===== src/rtl/pipe_hazard_unit.sv =====
// pipe_hazard_unit: load-use stall and jump flush detection, plus registered
// forwarding selects for the EX stage from shadow EX/MEM/WB entries.
module pipe_hazard_unit #(
  parameter int CNT_W = 16
) (
  input  logic             clk,
  input  logic             rstn,
  input  logic             id_valid,
  input  logic [4:0]       id_rs1,
  input  logic [4:0]       id_rs2,
  input  logic             id_use_rs1,
  input  logic             id_use_rs2,
  input  logic [4:0]       id_rd,
  input  logic             id_regwrite,
  input  logic             id_memread,
  input  logic             jump,
  output logic [1:0]       ForwardA,
  output logic [1:0]       ForwardB,
  output logic             stall,
  output logic             flush_ifid,
  output logic             flush_idex,
  output logic [CNT_W-1:0] stall_cnt,
  output logic [CNT_W-1:0] flush_cnt
);
  typedef struct packed {
    logic       valid;
    logic [4:0] rd;
    logic       regwrite;
    logic       memread;
  } entry_t;

  // index 0 = EX, 1 = MEM, 2 = WB
  entry_t           r_stg [3];
  logic [1:0]       r_fwd_a, r_fwd_b;
  logic [CNT_W-1:0] r_stall_cnt, r_flush_cnt;
  logic             w_ex_prod, w_mem_prod, w_load_use, w_flush_idex;
  logic [1:0]       w_fwd_a, w_fwd_b;

  always_comb begin
    w_ex_prod    = r_stg[0].valid && r_stg[0].regwrite && r_stg[0].rd != 5'd0;
    w_mem_prod   = r_stg[1].valid && r_stg[1].regwrite && r_stg[1].rd != 5'd0;
    w_load_use   = id_valid && w_ex_prod && r_stg[0].memread &&
                   ((id_use_rs1 && id_rs1 == r_stg[0].rd) || (id_use_rs2 && id_rs2 == r_stg[0].rd));
    w_flush_idex = jump || w_load_use;
    w_fwd_a      = (id_use_rs1 && w_ex_prod && id_rs1 == r_stg[0].rd)  ? 2'b10 :
                   (id_use_rs1 && w_mem_prod && id_rs1 == r_stg[1].rd) ? 2'b01 : 2'b00;
    w_fwd_b      = (id_use_rs2 && w_ex_prod && id_rs2 == r_stg[0].rd)  ? 2'b10 :
                   (id_use_rs2 && w_mem_prod && id_rs2 == r_stg[1].rd) ? 2'b01 : 2'b00;
  end

  // rstn gating keeps the control outputs quiet during reset whatever the inputs
  assign stall      = rstn && w_load_use && !jump;
  assign flush_ifid = rstn && jump;
  assign flush_idex = rstn && w_flush_idex;
  assign ForwardA   = r_fwd_a;
  assign ForwardB   = r_fwd_b;
  assign stall_cnt  = r_stall_cnt;
  assign flush_cnt  = r_flush_cnt;

  always_ff @(posedge clk or negedge rstn) begin
    if (!rstn) begin
      r_stg       <= '{default: '0};
      r_fwd_a     <= 2'b00;
      r_fwd_b     <= 2'b00;
      r_stall_cnt <= '0;
      r_flush_cnt <= '0;
    end else begin
      r_stg[0] <= w_flush_idex ? '0 : '{valid: id_valid, rd: id_rd, regwrite: id_regwrite, memread: id_memread};
      r_stg[1] <= r_stg[0];
      r_stg[2] <= r_stg[1];
      r_fwd_a  <= w_flush_idex ? 2'b00 : w_fwd_a;
      r_fwd_b  <= w_flush_idex ? 2'b00 : w_fwd_b;
      if (stall && !(&r_stall_cnt)) r_stall_cnt <= r_stall_cnt + 1'b1;
      if (jump && !(&r_flush_cnt)) r_flush_cnt <= r_flush_cnt + 1'b1;
    end
  end
endmodule


===== config.mk =====
export PLATFORM = sky130hd
export DESIGN_NAME = pipe_hazard_unit
export DESIGN_NICKNAME = d
export VERILOG_FILES = /design/src/rtl/pipe_hazard_unit.sv
export SDC_FILE = /design/constraint.sdc
export NUM_CORES = 1
export LEC_CHECK = 0
export CAP_MARGIN = 15
export CORE_MARGIN = 2
export CORE_UTILIZATION = 34
export CTS_CLUSTER_SIZE = 10
export DETAILED_ROUTE_END_ITERATION = 8
export PLACE_DENSITY = 0.56
export SYNTH_ARGS = -nofsm -noshare
export SYNTH_HDL_FRONTEND = slang
export SYNTH_SLANG_ARGS = --single-unit

===== constraint.sdc =====
create_clock -name clk -period 2.25 [get_ports clk]
set_clock_uncertainty 0.2 [all_clocks]
set_input_delay 0.225 -clock clk [delete_from_list [all_inputs] [get_ports clk]]
set_output_delay 0.225 -clock clk [all_outputs]
set_load 0.03 [all_outputs]

==> impl_metrics.toml <==
[run_status]
status = "finished with violations"
failed_checks = "negative setup slack"

[global_route]
first_pass_grt_wire_length_um = 9230
vias_in_the_first_global_route = 1935
global_route.usage.total_pct = 15.2
grt_start_max_net_pins = 27
antenna_violations_before_repair = 0
globalRouteOverflowTotal = 0

[timing]
final.min_clock_period_ps = 2410
slew_headroom_pct = 64.6
rsz_0062_raised_after_global_routing = "true"
final-hold-violation-count = 0
max_slew.worst_pin.slew_ps = 528
timing.final.ws_setup_ps = -159
finalCritPeriodShare_pct = 107
slew_viol_final = 0
setup-violations-final = 2
fmax_ghz = 0.415

[cts]
cts-root-buf = "clkbuf_8"
clock_tree.htree_level_count = 2
number_of_clock_buffers_inserted_by_tritoncts = 5
clk_path_buf_depth = 2
clk-insertion-delay-late_ps = 310
cts_num_sinks = 51
cts_tree = "built"
clk_transition_reported_paths_ps = 100

[drt]
vias_per_cell = 4.63
vias = 1892
post-route-drc-count = 0
drtAntennaViolNets = 0
post_dr_wirelength_cell_um = 13.2
drt_first_pass_iters = 4
routed_wl_um = 5420
drt_first_iter_violations = 64

[job]
max-cap-violations = 0

[power_and_ir_drop]
leakage_power_figure_nw = 1.60
peakVddDrop_mv = 0.496
cell_pwr_density_mw_per_mm2 = 641

[yosys]
postSynthNetCount = 243
ys_dominant_reg_cell = "dfrtp_1"
netlist_area_pre_place_mm2 = 0.00244
syn_area_per_cell_um2 = 11.2
synth-edff-count = 0
yosys_reg_bits = 51
yosys_warnings = 0
async_flop_share_pct = 100
post_synth_inst_count = 218
unique_cell_type_count_in_the_yosys_netlist = 37
synth_seq_area_share_pct = 52.4

[setup_path]
critical_path.startpoint_type = "flop"
critical_path_class = "reg2out"
critPathArrivalTime_ps = 1980
worst-path-max-fanout = 3
cp_data_required_time_ps = 1820
critical_path.endpoint_type = "output pin"

[layout]
num-nets-final = 337
antenna_diode_instance_count = 0
area.growth.synth_to_final_pct = 46.8
finished_core_util_pct = 52.1
fillers = 655
design_area_mm2 = 0.00358
post_route_cells_drive_above_1_share_pct = 17.3

[floorplanning]
fp.dieArea_mm2 = 0.00786
starting_density_pct = 35.5
placeableCoreArea_mm2 = 0.00687
die_width_um = 88.6
std_cell_rows = 30
io-pin-count = 62
vertical_die_dimension_um = 88.6

[place]
io_buffers = 61
hpwl_after_dpl_um = 4070
place_ws_ps = -130
place_congestion = 0.834
placement.cell_area_mm2 = 0.00331

[hold_path]
worstHoldPathType = "reg2reg"
critical path, cell delays in order (launching register included):
cell and delay [ps]:
dfrtp_1 390, buf_6 130, xor2_1 130, nor4_1 250, and3_1 210, or2_1 140, a41oi_2 120, nor2b_1 130
buf_4 160
per-stage QoR:
step | hold WS, ps | total power, mW | setup TNS [ps] | cells
final | 189 | 2.29 | -223 | 409
after global routing | 195 | 2.41 | -1020 | 409
after CTS | 190 | 2.32 | -271 | 407
after detailed placement | 67.7 | 1.55 | -1320 | 395
after global placement | 71.8 | 1.55 | -577 | 395
after floorplan | -271 | 1.32 | 0 | 218
synthesized netlist by cell type, types with 2 or more instances:
cell type  number  share of area, %
o21ai_0         2              0.41
xor2_1         30                11
nand3_1        12               2.5
nor2_1         15               2.3
nand2_1        18               2.8
dfrtp_1        51                52
inv_1           3              0.46
and2_1         11               2.8
or4_1           2              0.62
and4_1          6               2.2
nor3_1          6               1.2
ha_1            2               1.0
o211ai_1        2              0.62
and2b_1         2              0.62
nor4_1          4               1.0
nor4_2          3               1.5
nand4_1         9               2.3
mux2_2          2              0.92
and3_1          3              0.77
xnor2_1        18               6.5
logic make-up after synthesis:
family                     after synthesis  share of synthesized area [%]
adders and majority gates                2                           1.03
muxes                                    2                          0.924
buffers and inverters                    6                           1.39
DFF                                     51                           52.4
and+or+nand+nor                         97                           22.7
AOI/OAI and AO/OA                       12                           4.31
xor gates and xnor gates                48                           17.3
worst paths after layout:
path,start,endpoint,slack (ps),depth (start not counted)
max,r_stg[19],flush_idex,-160,8
min,r_stg[23],r_stg[15],190,0
max reg2reg,r_stg[19],stall_cnt[14],20,9
min reg2reg,r_stg[23],r_stg[15],190,0
max in group asynchronous,rstn,stall_cnt[0],1250,3
min in group asynchronous,rstn,flush_cnt[13],260,3
cell usage in the layout, fill, tap and decap left out, drive strengths merged, types with 6 or more instances in the layout:
master,n
xor2,30
and2,12
nand2,18
nand4,9
xnor2,18
buf,31
nor3,6
and4,6
nor4,7
nand3,12
dfrtp,51
nor2,15
clkdlybuf4s50,58
what timing repair did:
item	4_1_cts	5_1_grt
setup endpoints to repair	2	12
hold buffers	1	0
resized for setup	4	12
setup buffers	4	2
pin swaps	6	6
endpoints found under the hold margin	51	0
cell type report:
class | instances | area [um2] | area share (%)
Sequential cell | 51 | 1280 | 35.7
Multi-Input combinational cell | 161 | 1200 | 33.6
Timing Repair Buffer | 90 | 832 | 23.3
Tap cell | 96 | 120 | 3.36
Clock buffer | 5 | 68.8 | 1.92
Clock inverter | 3 | 67.6 | 1.89
Inverter | 3 | 11.3 | 0.315
power breakdown:
group | switching (mW) | internal [mW]
clock network | 0.310 | 0.443
logic | 0.244 | 0.229
registers | 0.0786 | 0.986
total | 0.633 | 1.66
routing by layer:
metal,GRT usage [%],wire length [um],share of wire (%),up-vias
met5,0,0,0,-
met2,22.9,2470,46,43
met4,4.13,40,0.74,0
met1,21.3,2630,48,899
li1,-,-,-,945
met3,4.38,281,5.2,5
state kept, by name, summed over array words and instances (netlist names):
name	count
ForwardA	2
flush_cnt	16
stall_cnt	16
r_stg	15
ForwardB	2
(Power assumes the default switching activity.)
